File: src/rtl/micro_sequencer.sv
// micro_sequencer: microprogram controller for the 192x48 microcode ROM.
// Holds the micro-PC, drives the ROM address, decodes the sequencing field of
// the fetched microword and issues its control field to the datapath.
//
// Microword: [47:45] seq_op, [44:42] cond_sel (7 = always), [41:34] target,
//            [33:0] control.
//
// Ports:
//   clk_i         system clock, rising edge
//   rst_ni        synchronous reset, active low
//   start_i       begin a microprogram at START_ADDR (sampled only in idle)
//   opcode_i      instruction opcode, used by DISPATCH
//   cond_in_i     status/condition flags
//   stall_i       datapath hold, freezes the sequencer for the cycle
//   rom_addr_o    ROM address, equals the micro-PC
//   rom_data_i    combinational ROM word for rom_addr_o
//   ctrl_out_o    control field when ctrl_valid_o, else 0
//   ctrl_valid_o  running and not stalled
//   busy_o        running
//   done_o        one-cycle pulse after an END word executes
//   fault_o       sticky error flag, cleared only by reset
module micro_sequencer #(
    parameter int unsigned ROM_DEPTH     = 192,
    parameter int unsigned START_ADDR    = 0,
    parameter int unsigned DISPATCH_BASE = 64,
    parameter int unsigned STACK_DEPTH   = 4
) (
    input  logic        clk_i,
    input  logic        rst_ni,
    input  logic        start_i,
    input  logic [7:0]  opcode_i,
    input  logic [6:0]  cond_in_i,
    input  logic        stall_i,
    output logic [7:0]  rom_addr_o,
    input  logic [47:0] rom_data_i,
    output logic [33:0] ctrl_out_o,
    output logic        ctrl_valid_o,
    output logic        busy_o,
    output logic        done_o,
    output logic        fault_o
);

    localparam int unsigned SpW  = $clog2(STACK_DEPTH + 1);
    localparam int unsigned IdxW = (STACK_DEPTH > 1) ? $clog2(STACK_DEPTH) : 1;

    localparam logic [1:0] StIdle  = 2'd0;
    localparam logic [1:0] StRun   = 2'd1;
    localparam logic [1:0] StFault = 2'd2;

    localparam logic [2:0] OpNext     = 3'd0;
    localparam logic [2:0] OpJump     = 3'd1;
    localparam logic [2:0] OpJcond    = 3'd2;
    localparam logic [2:0] OpCall     = 3'd3;
    localparam logic [2:0] OpRet      = 3'd4;
    localparam logic [2:0] OpDispatch = 3'd5;
    localparam logic [2:0] OpEnd      = 3'd6;

    localparam logic [7:0] StartPc = 8'(START_ADDR);

    logic [1:0]     state_q, state_d;
    logic [7:0]     upc_q, upc_d;
    logic [SpW-1:0] sp_q, sp_d;
    logic           done_q, done_d;
    logic           fault_q, fault_d;
    logic [7:0]     stack_q [STACK_DEPTH];

    logic [2:0]     seq_op;
    logic [2:0]     cond_sel;
    logic [7:0]     target;
    logic [7:0]     cond_vec;
    logic           cond_true;
    logic [8:0]     upc_inc;
    logic [SpW-1:0] sp_top;
    logic [7:0]     stack_top;
    logic [7:0]     dispatch_addr;
    logic [8:0]     nxt;
    logic           take;
    logic           err;
    logic           push;
    logic           unused_opcode;

    assign seq_op   = rom_data_i[47:45];
    assign cond_sel = rom_data_i[44:42];
    assign target   = rom_data_i[41:34];

    // Slot 7 is the constant-true condition.
    assign cond_vec  = {1'b1, cond_in_i};
    assign cond_true = cond_vec[cond_sel];

    // Kept 9 bits wide so stepping past the last ROM word is detectable.
    assign upc_inc   = {1'b0, upc_q} + 9'd1;
    assign sp_top    = sp_q - 1'b1;
    assign stack_top = stack_q[sp_top[IdxW-1:0]];

    // Dispatch sum wraps at 8 bits; only opcode[5:0] selects the entry.
    assign dispatch_addr = 8'(DISPATCH_BASE) + {2'b00, opcode_i[5:0]};
    assign unused_opcode = ^opcode_i[7:6];

    always_comb begin
        state_d = state_q;
        upc_d   = upc_q;
        sp_d    = sp_q;
        done_d  = 1'b0;
        fault_d = fault_q;
        nxt     = {1'b0, upc_q};
        take    = 1'b0;
        err     = 1'b0;
        push    = 1'b0;
        case (state_q)
            StIdle: begin
                if (start_i) begin
                    state_d = StRun;
                    upc_d   = StartPc;
                end
            end
            StRun: begin
                if (!stall_i) begin
                    take = 1'b1;
                    case (seq_op)
                        OpNext:  nxt = upc_inc;
                        OpJump:  nxt = {1'b0, target};
                        OpJcond: nxt = cond_true ? {1'b0, target} : upc_inc;
                        OpCall: begin
                            if (sp_q == SpW'(STACK_DEPTH)) begin
                                err = 1'b1;
                            end else begin
                                push = 1'b1;
                                sp_d = sp_q + 1'b1;
                                nxt  = {1'b0, target};
                            end
                        end
                        OpRet: begin
                            if (sp_q == '0) begin
                                err = 1'b1;
                            end else begin
                                sp_d = sp_top;
                                nxt  = {1'b0, stack_top};
                            end
                        end
                        OpDispatch: nxt = {1'b0, dispatch_addr};
                        OpEnd: begin
                            take    = 1'b0;
                            state_d = StIdle;
                            upc_d   = StartPc;
                            done_d  = 1'b1;
                        end
                        default: nxt = cond_true ? upc_inc : {1'b0, upc_q};  // WAIT
                    endcase

                    if (take && (nxt >= 9'(ROM_DEPTH))) begin
                        err = 1'b1;
                    end

                    // A faulting word leaves upc and stack untouched so the
                    // failing address stays visible on rom_addr_o.
                    if (err) begin
                        state_d = StFault;
                        fault_d = 1'b1;
                        upc_d   = upc_q;
                        sp_d    = sp_q;
                        push    = 1'b0;
                    end else if (take) begin
                        upc_d = nxt[7:0];
                    end
                end
            end
            StFault: begin
                fault_d = 1'b1;
            end
            default: state_d = StIdle;
        endcase
    end

    always_ff @(posedge clk_i) begin
        if (!rst_ni) begin
            state_q <= StIdle;
            upc_q   <= StartPc;
            sp_q    <= '0;
            done_q  <= 1'b0;
            fault_q <= 1'b0;
        end else begin
            state_q <= state_d;
            upc_q   <= upc_d;
            sp_q    <= sp_d;
            done_q  <= done_d;
            fault_q <= fault_d;
        end
    end

    // Return stack storage needs no reset; only sp_q defines occupancy.
    always_ff @(posedge clk_i) begin
        if (rst_ni && push) begin
            stack_q[sp_q[IdxW-1:0]] <= upc_inc[7:0];
        end
    end

    assign rom_addr_o   = upc_q;
    assign busy_o       = (state_q == StRun);
    assign ctrl_valid_o = busy_o & ~stall_i;
    assign ctrl_out_o   = ctrl_valid_o ? rom_data_i[33:0] : '0;
    assign done_o       = done_q;
    assign fault_o      = fault_q;

endmodule

File: config.mk
export PLATFORM = sky130hd
export DESIGN_NAME = micro_sequencer
export DESIGN_NICKNAME = d
export VERILOG_FILES = /design/src/rtl/micro_sequencer.sv
export SDC_FILE = /design/constraint.sdc
export NUM_CORES = 1
export LEC_CHECK = 0
export ABC_AREA = 1
export ABC_CLOCK_PERIOD_IN_PS = 5460
export BUFFER_PORTS_ARGS = -buffer_cell sky130_fd_sc_hd__buf_2
export CAP_MARGIN = 20
export CORE_MARGIN = 3
export CORE_UTILIZATION = 56
export CTS_BUF_LIST = sky130_fd_sc_hd__clkbuf_4
export CTS_CLUSTER_DIAMETER = 120
export DETAILED_ROUTE_END_ITERATION = 8
export GPL_ROUTABILITY_DRIVEN = 0
export GPL_TIMING_DRIVEN = 0
export PLACE_DENSITY = 0.88
export SLEW_MARGIN = 20
export SYNTH_ARGS = -nofsm -noshare
export SYNTH_HDL_FRONTEND = slang
export SYNTH_SLANG_ARGS = --single-unit
File: constraint.sdc
create_clock -name clk_i -period 5.46 [get_ports clk_i]
set_input_delay 0.273 -clock clk_i [delete_from_list [all_inputs] [get_ports clk_i]]
set_output_delay 0.273 -clock clk_i [all_outputs]
set_load 0.1 [all_outputs]
**Yosys cells after proc, flatten, opt, wreduce, memory -nomap -nowiden**

Memory sizes are Yosys's and may differ from the RTL's.
Cells that the tools add are included.

- Add/subtract/negate cells: 4
- $lt $le $gt $ge: 2
- Equal/unequal tests: 17
- Multiplexer cells: 44
- Bitwise logic cells: 6
- Reductions and logical operators: 13

Operators by type and width:

| operator | count |
|---|---|
| $pmux W9 S7 | 1 |
| $mux W8 | 7 |
| $mux W9 | 4 |
| $mux W34 | 1 |
| $mux W1 | 19 |
| $pmux W8 S2 | 1 |
| $eq A3 B3 Y1 const B | 4 |
| $ne A2 B2 Y1 const B | 5 |
| $add A8 B1 Y9 const B | 1 |
| $ge A9 B8 Y1 const B | 1 |
| $add A7 B6 Y8 const A | 1 |
| $mux W2 | 4 |
| $eq A3 B2 Y1 const B | 2 |
| $logic_not A3 Y1 | 2 |
| $mux W3 | 2 |
| $ne A3 B1 Y1 const B | 2 |
| $pmux W2 S3 | 1 |
| $pmux W3 S2 | 1 |
| $reduce_and A6 Y1 | 1 |
| $reduce_bool A2 Y1 | 3 |
| $not A1 Y1 | 5 |
| $reduce_and A5 Y1 | 1 |
| $lt A3 B4 Y1 const B | 1 |
| $pmux W1 S2 | 2 |
| 13 further kinds | 14 |

- Bits in registers: 15
- RAM bits: 32
- Bits of input ports: 67
- Logic and storage cells: 92
- Memories kept: 1

Memory list:

| memory | words | bits a word | read ports | clocked after Yosys merged registers in | write ports | line | text |
|---|---|---|---|---|---|---|---|
| stack_q | 4 | 8 | 1 | 0 | 1 | 65 | `logic [7:0] stack_q [STACK_DEPTH];` |

**Logic depth before layout (Yosys ltp)**

Gate-level depths: netlist (run 1).

- Word-level depth: 17
- Mapped depth: 23
- Mapped depth without buffers: 20

**Least setup slack after synthesis (run 1)**

No wires, ideal clock.

- Kind: register to output
- Start point: register state_q[0]
- End point: output port ctrl_out_o[10]
- Arrival: 3.763 ns
- Required time: 5.187 ns
- Setup slack: 1.424 ns
- Stages on the path, launching flop included: 7
- Buffers on the path: 2
- Cell sequence: dfxtp_1 inv_1 nor2_1 nand2_1 clkbuf_1 clkbuf_1 nor2_1

- Word-level cells in the longest chain between the ends: 3

Ends and longest elaborated chain:

| what | line | text |
|---|---|---|
| from (decl) | 60 | `logic [1:0] state_q, state_d;` |
| from (signal assigned) | 176 | `state_q <= StIdle;` |
| from (signal assigned) | 182 | `state_q <= state_d;` |
| $eq A2 B1 Y1 | 198 | `assign busy_o = (state_q == StRun);` |
| via busy_o | 38 | `output logic busy_o,` |
| $and A1 B1 Y1 | 199 | `assign ctrl_valid_o = busy_o & ~stall_i;` |
| $mux W34 | 200 | `assign ctrl_out_o = ctrl_valid_o ? rom_data_i[33:0] : '0;` |
| to (decl) | 36 | `output logic [33:0] ctrl_out_o,` |

The timed path passes the listed nets, and every way through them passes these cells.

**Final worst setup path (run 1)**

- Start point: register sp_q[0]
- End point: memory stack_q[1][4] (enable)

- Word-level cells in the longest chain between the ends: 17
- Elaborated cells between the ends (all ways): 25

Ends and longest elaborated chain:

| what | line | text |
|---|---|---|
| from (decl) | 62 | `logic [SpW-1:0] sp_q, sp_d;` |
| from (signal assigned) | 184 | `sp_q <= sp_d;` |
| $sub A3 B1 Y3 | 92 | `assign sp_top = sp_q - 1'b1;` |
| $mem_v2 Z4 W8 | n/a |  |
| $mux W8 | 133 | `if (sp_q == '0) begin` |
| $pmux W9 S7 | 119 | `case (seq_op)` |
| $mux W9 | 117 | `if (!stall_i) begin` |
| $mux W9 | 109 | `case (state_q)` |
| $ge A9 B8 Y1 | 150 | `if (take && (nxt >= 9'(ROM_DEPTH))) begin` |
| $logic_and A1 B1 Y1 | 150 |  |
| $mux W1 | 150 |  |
| $mux W1 | 117 |  |
| $mux W1 | 109 |  |
| $mux W1 | 156 | `if (err) begin` |
| $mux W1 | 117 |  |
| $mux W1 | 109 |  |
| $logic_and A1 B1 Y1 | 192 | `if (rst_ni && push) begin` |
| $mux W1 | 192 |  |
| $mux W1 (not written as such) | 193 | `stack_q[sp_q[IdxW-1:0]] <= upc_inc[7:0];` |
| to (decl) | 65 |  |

Parallel ways exist; a longest one is shown, timed or not. The select of a mux whose other input is x is not followed.

==> impl_metrics.yaml, run 1 <==
status:
  outcome: "finished, final reports clean"
cts:
  path_clk_slew_ps: 130
  clock_latency_ps: 370
  post_cts_resized: 0
  root_buffer: "clkbuf_4"
  ctsHtreeMaxLevel: 2
  cts_tree: "yes"
  cts_setup_buffers: 0
  cts_buffer_depth: 2
  cts.sinks: 47
  hold_buffers: 0
  tritoncts.num_buffers: 5
floorplan:
  die_x_um: 81.72
  ioPinCount: 113
  fp.coreArea_um2: 5335
  initial_core_util_pct: 60.18
  dieArea_um2: 6677
  die_h_um: 81.72
  num_rows: 26
min_path:
  hold_end: "fault_o"
  hold_depth: 3
  hold_path_startpoint: "rst_ni"
  hold_path_class: "in -> reg"
global_routing:
  grt_pass1_wl_mm: 13.70
  grt_pass1_vias: 3042
  grt_max_degree: 15
  overflow: 0
  grtUsageTotal_pct: 26.60
  antenna_found_initial: 0
setup_path:
  critical_path_class: "reg -> reg"
  crit_fanout: 12
  slowest_stage: "nor2_1"
  critPathBufInv: 7
  cp-end-kind: "flip-flop"
  worstPathArrival_ps: 4320
  rr_worst_depth: 20
  critPathTopFamily: "simple AND/OR/NAND/NOR gates"
  rr_startpoint: "sp_q[0]"
  path_cells: "buf_2 -> inv_2 -> clkbuf_1 -> ha_1 -> clkbuf_1 -> inv_1 -> nand3_1 -> nand3_1 -> nand3_1 -> nor2_1 -> nand3_1 -> nand2_1 -> clkinv_1 -> nand2_1 -> nand2_1 -> nand2_2 -> nand2_4 -> inv_1 -> nand3_1 -> nor2_1"
  critPathMaxStageDelay_ps: 630
  r2r_setup_slack_ps: 1140
  r2r_end: "stack_q[1][4]"
  cp_common_cell: "nand3_1"
  critPathLaunchType: "flip-flop"
  crit_required_ps: 5460
logic_synthesis:
  yosys.area.top_type: "edfxtp_1"
  syn_area_um2: 3211
  yosys.area.top_type_share_pct: 29.93
  yosysUniqueCellTypes: 39
  synth_nets: 521
  ys_seq_area_share_pct: 39.28
  yosysWarnings: 0
  ys_seq_elements: 47
  synth_area_leaders: "edfxtp_1 (30%), nand2_1 (10%), dfxtp_1 (9.4%)"
  avgSynthCellArea_um2: 7.166
  syn_inst: 448
sta:
  layout_min_cycle_time_ps: 4316
  skew_ps: 15.05
  drv_slew: 0
  hold_viol: 0
  post-route-period-util_pct: 79.05
  setup_viol: 0
  rsz0062_at_grt: "no"
  worst_slew_margin_rel_pct: 48.74
  worst_pin_slew_ps: 766.1
  tns_ps: 0
  fmax_ghz: 0.2317
power_and_ir_drop:
  peakVddDrop_v: 0.0002067
  leakage_nw: 2.060
  cellPowerDensity_nw_per_um2: 255.7
layout:
  multi_input_area_um2: 1534
  fin_nets: 636
  fill_cells: 411
  final_common_cell: "buf_2"
  fin_cells: 634
  n_antenna_cell: 0
  seq_area_um2: 1261
  final_cell_mix: "buf_2 (110), nand2_1 (88), nor2_1 (76)"
  drive_gt1_share_pct: 28.01
  area_growth_pct: 22.84
detailed_routing:
  drcViolationCount: 0
  drt_iter0_drc: 248
  wirelength_mm: 8.725
  dr.pass1.iters: 5
  wl_per_cell_um: 13.76
  vias_per_cell: 5.323
  vias: 3375
  antenna_left: 0
placement:
  hpwlAfterDp_mm: 6.896
  place_inst: 626
  numPortBuffers: 108
flow_run:
  cap_violations: 0
## cells in the mapped netlist (all sizes together)
library cell	instances
nand2	97
nor2	84
inv	83
nand3	33
edfxtp	32
o21ai	21
a21oi	20
dfxtp	15
clkbuf	8
nand4	7
buf	6
ha	6
nor3	6
o22ai	6
a22oi	5
xor2	4
clkinv	3
o2111ai	3
a221oi	2
a22o	2
a211oi	1
a31oi	1
o211ai	1
o21bai	1
o31ai	1
## routing by layer
layer,vias to the layer above,global-route usage (%),share of wire [%]
met5,-,0,0
met4,0,11.13,3.8
met3,35,5.921,10
met2,191,44.71,48
met1,1484,32.94,38
li1,1665,-,-
## metrics by stage
step	utilization [%]	hold slack (ps)	setup slack, ps	cell area [µm²]	power, W
3_5_place_dp	71.95	494.2	1164	3839	0.0007507
6_report	73.92	178.6	1144	3944	0.001009
3_3_place_gp	71.95	480.5	1321	3839	0.0007444
5_1_grt	73.92	231.3	815.4	3944	0.001050
4_1_cts	73.92	179.2	1119	3944	0.001004
2_1_floorplan	-	410.5	1424	3211	0.0006758
## report_power, final
part	internal (W)	switching (W)
Sequential	0.000395	0.0000144
Combinational	0.0000788	0.000259
Clock	0.000148	0.000114
Total	0.000621	0.000387
## registers in the layout (all words and copies together), names as in the netlist
| signal | count |
|---|---|
| stack_q | 32 |
| fault_o | 1 |
| done_o | 1 |
| state_q | 2 |
| rom_addr_o | 8 |
| sp_q | 3 |
## cell families after synthesis
kind of cell / Yosys count / share of synthesized area [%]
buffers and inverters: 100 / 12.94
AND/OR/NAND/NOR: 227 / 31.88
XOR/XNOR: 4 / 1.091
adder cells (fa/ha/maj): 6 / 2.338
flip-flops: 47 / 39.28
AO/OA/AOI/OAI: 64 / 12.47
## worst register-to-register path, delay by kind of cell, from the launching register on
family	cells	cell delay [ps]
adders and majority gates	1	330
and+or+nand+nor	12	1740
buffers and inverters	7	1520
DFF	1	350
## how the worst max path moves through the flow
stage                from             end  slack [ps]  cells past startpoint
2_1_floorplan  state_q[0]  ctrl_out_o[10]        1420                      6
3_3_place_gp      sp_q[0]   stack_q[1][7]        1320                     20
3_5_place_dp      sp_q[0]   stack_q[3][7]        1160                     20
4_1_cts           sp_q[0]   stack_q[3][5]        1120                     20
5_1_grt           sp_q[0]   stack_q[0][4]         820                     20
6_report          sp_q[0]   stack_q[1][4]        1140                     20
## final cells by class
| cell class | instances | area share, % |
|---|---|---|
| sequential | 47 | 31.98 |
| buffer | 14 | 2.284 |
| tap | 70 | 2.221 |
| multi-input combinational | 301 | 38.90 |
| clock buffer | 6 | 1.142 |
| timing repair buffer | 108 | 13.71 |
| inverter | 86 | 8.249 |
| clock inverter | 2 | 1.523 |
No activity file was read; power rests on OpenSTA's default activity.
==> run 2, diff against run 1 <==
ABC_CLOCK_PERIOD_IN_PS = 3550   (was 5460)
CORE_UTILIZATION = 47   (was 56)
PLACE_DENSITY = 0.79   (was 0.88)
clock period = 3.55 ns   (was 5.46 ns; I/O delays follow)
==> run 2 against run 1 <==
Against the previous run: non-clock buffer count rose by 9; utilization fell by 11 points; power rose by 49%; via count barely moved; clock power rose by 33%; hold slack got worse by 140 ps; wire length rose by 2.3%; clock skew rose by 5.6 ps; critical path type unchanged; largest cell class unchanged.
==> impl_metrics.yaml, run 2 (synthesis results as in run 1) <==
status:
  outcome: "finished, final reports clean"
sta:
  hold_viol: 0
  drv_slew: 0
  worst_slew_margin_rel_pct: 34.31
  tns_ps: 0
  fmax_ghz: 0.3097
  rsz0062_at_grt: "no"
  layout_min_cycle_time_ps: 3229
  worst_pin_slew_ps: 977.8
  post-route-period-util_pct: 90.95
  fin_ws_ps: 321.1
  setup_viol: 0
  skew_ps: 20.62
global_routing:
  overflow: 0
  antenna_found_initial: 0
  grt_most_used_layer: "met2"
  grt_pass1_vias: 2997
  globalRouteMet2Util_pct: 36.91
  grt_max_degree: 22
  grtUsageTotal_pct: 22.40
  met3_usage_pct: 3.911
  grt_pass1_wl_mm: 13.83
  grt_util_met1_pct: 31.05
setup_path:
  critPathMaxStageDelay_ps: 350
  cp-end-kind: "flip-flop"
  worstPathArrival_ps: 3340
  path_cells: "buf_2 -> inv_4 -> ha_4 -> inv_1 -> nor2_2 -> nor2_4 -> nand3_1 -> nand3_1 -> nor2_1 -> nand3_1 -> nand2_1 -> clkinv_1 -> nand2_1 -> nand2_1 -> nand2_2 -> nand2_4 -> inv_1 -> nand3_2 -> nor2_4 -> buf_4"
  critPathBufInv: 6
  crit_required_ps: 3660
  crit_fanout: 21
  critPathTopFamily: "simple AND/OR/NAND/NOR gates"
  critPathLaunchType: "flip-flop"
  slowest_stage: "dfxtp_1"
  critical_path_class: "reg -> reg"
detailed_routing:
  wl_per_cell_um: 13.73
  antenna_left: 0
  dr.pass1.iters: 5
  drt_iter0_drc: 241
  vias_per_cell: 5.194
  wirelength_mm: 8.923
  drcViolationCount: 0
  vias: 3376
power_and_ir_drop:
  total_power_w: 0.001500
  leakage_nw: 2.113
  cellPowerDensity_nw_per_um2: 366.4
  peakVddDrop_v: 0.0003021
cts:
  hold_buffers: 0
  path_clk_slew_ps: 160
  ctsHtreeMaxLevel: 2
  cts_tree: "yes"
  clock_latency_ps: 390
  cts_buffer_depth: 2
  tritoncts.num_buffers: 5
  cts.sinks: 47
  root_buffer: "clkbuf_4"
flow_run:
  cap_violations: 0
layout:
  drive_gt1_share_pct: 31.06
  seq_area_um2: 1261
  fin_util_pct: 63.01
  n_antenna_cell: 0
  largest_reg_flops: 32
  final_area_um2: 4093
  fin_nets: 645
  fill_cells: 583
  area_growth_pct: 27.47
  final_common_cell: "buf_2"
  final_cell_mix: "buf_2 (110), nand2_1 (88), inv_1 (74)"
  multi_input_area_um2: 1592
floorplan:
  die_x_um: 88.65
  fp.coreArea_um2: 6495
  ioPinCount: 113
  die_h_um: 88.65
  initial_core_util_pct: 49.43
  num_rows: 29
  dieArea_um2: 7859
placement:
  numPortBuffers: 108
  dp_slack_ps: -801.7
  placed_area_um2: 3850
  hpwlAfterDp_mm: 6.853
min_path:
  hold_path_class: "in -> reg"
## run 2: changes by cell type in the layout (fill, tap and decap cells not counted), moves of 2 or more
cell	before	now
buf_12	1	3
buf_4	2	11
clkbuf_1	7	5
nor2_1	76	70
nor2_4	4	9
## run 2: power breakdown
| part | switching, W | internal, W |
|---|---|---|
| clock | 0.000193 | 0.000152 |
| sequential | 0.0000234 | 0.000607 |
| combinational | 0.000398 | 0.000125 |
| total | 0.000615 | 0.000885 |
## run 2: per-stage QoR
| step | std cells | hold slack [ps] |
|---|---|---|
| global route | 650 | 65.92 |
| detailed placement | 633 | 448.1 |
| finish | 650 | 41.79 |
| CTS | 649 | 59.57 |
| global placement | 633 | 438.3 |
| floorplan | 448 | 315.0 |
## run 2: what timing repair did
item,4_1_cts,5_1_grt
setup buffers,9,2
resized for setup,10,6
setup endpoints to repair,40,32
pin swaps,4,0
## run 2: per-layer routing
layer | wire, µm | part of all wire [%]
met5 | 0 | 0
met4 | 141 | 1.6
met3 | 653 | 7.3
met1 | 3774 | 42
met2 | 4353 | 49
## run 2: tightest hold or removal path, stage by stage
cell,delay (ps)
buf_2,90
o21ai_0,70
o21ai_0,70
## run 2: layout make-up
type                    count  share of cell area (%)
flip-flops and latches     47                   30.82
repair buffers            119                   15.84
clock inverters             3                   1.162
clock buffers               5                  0.9171
well taps                  77                   2.354
plain buffers              12                   2.018
inverters                  86                   8.010
multi-input cells         301                   38.89
## run 2: path summary, 6_finish.rpt
path                            startpoint       endpoint  slack, ps  cells past startpoint
worst min register to register     fault_o        fault_o        520                      2
worst min-delay path                rst_ni        fault_o         40                      3
worst max register to register     sp_q[0]  stack_q[0][2]        320                     20
worst max-delay path               sp_q[0]  stack_q[0][2]        320                     20
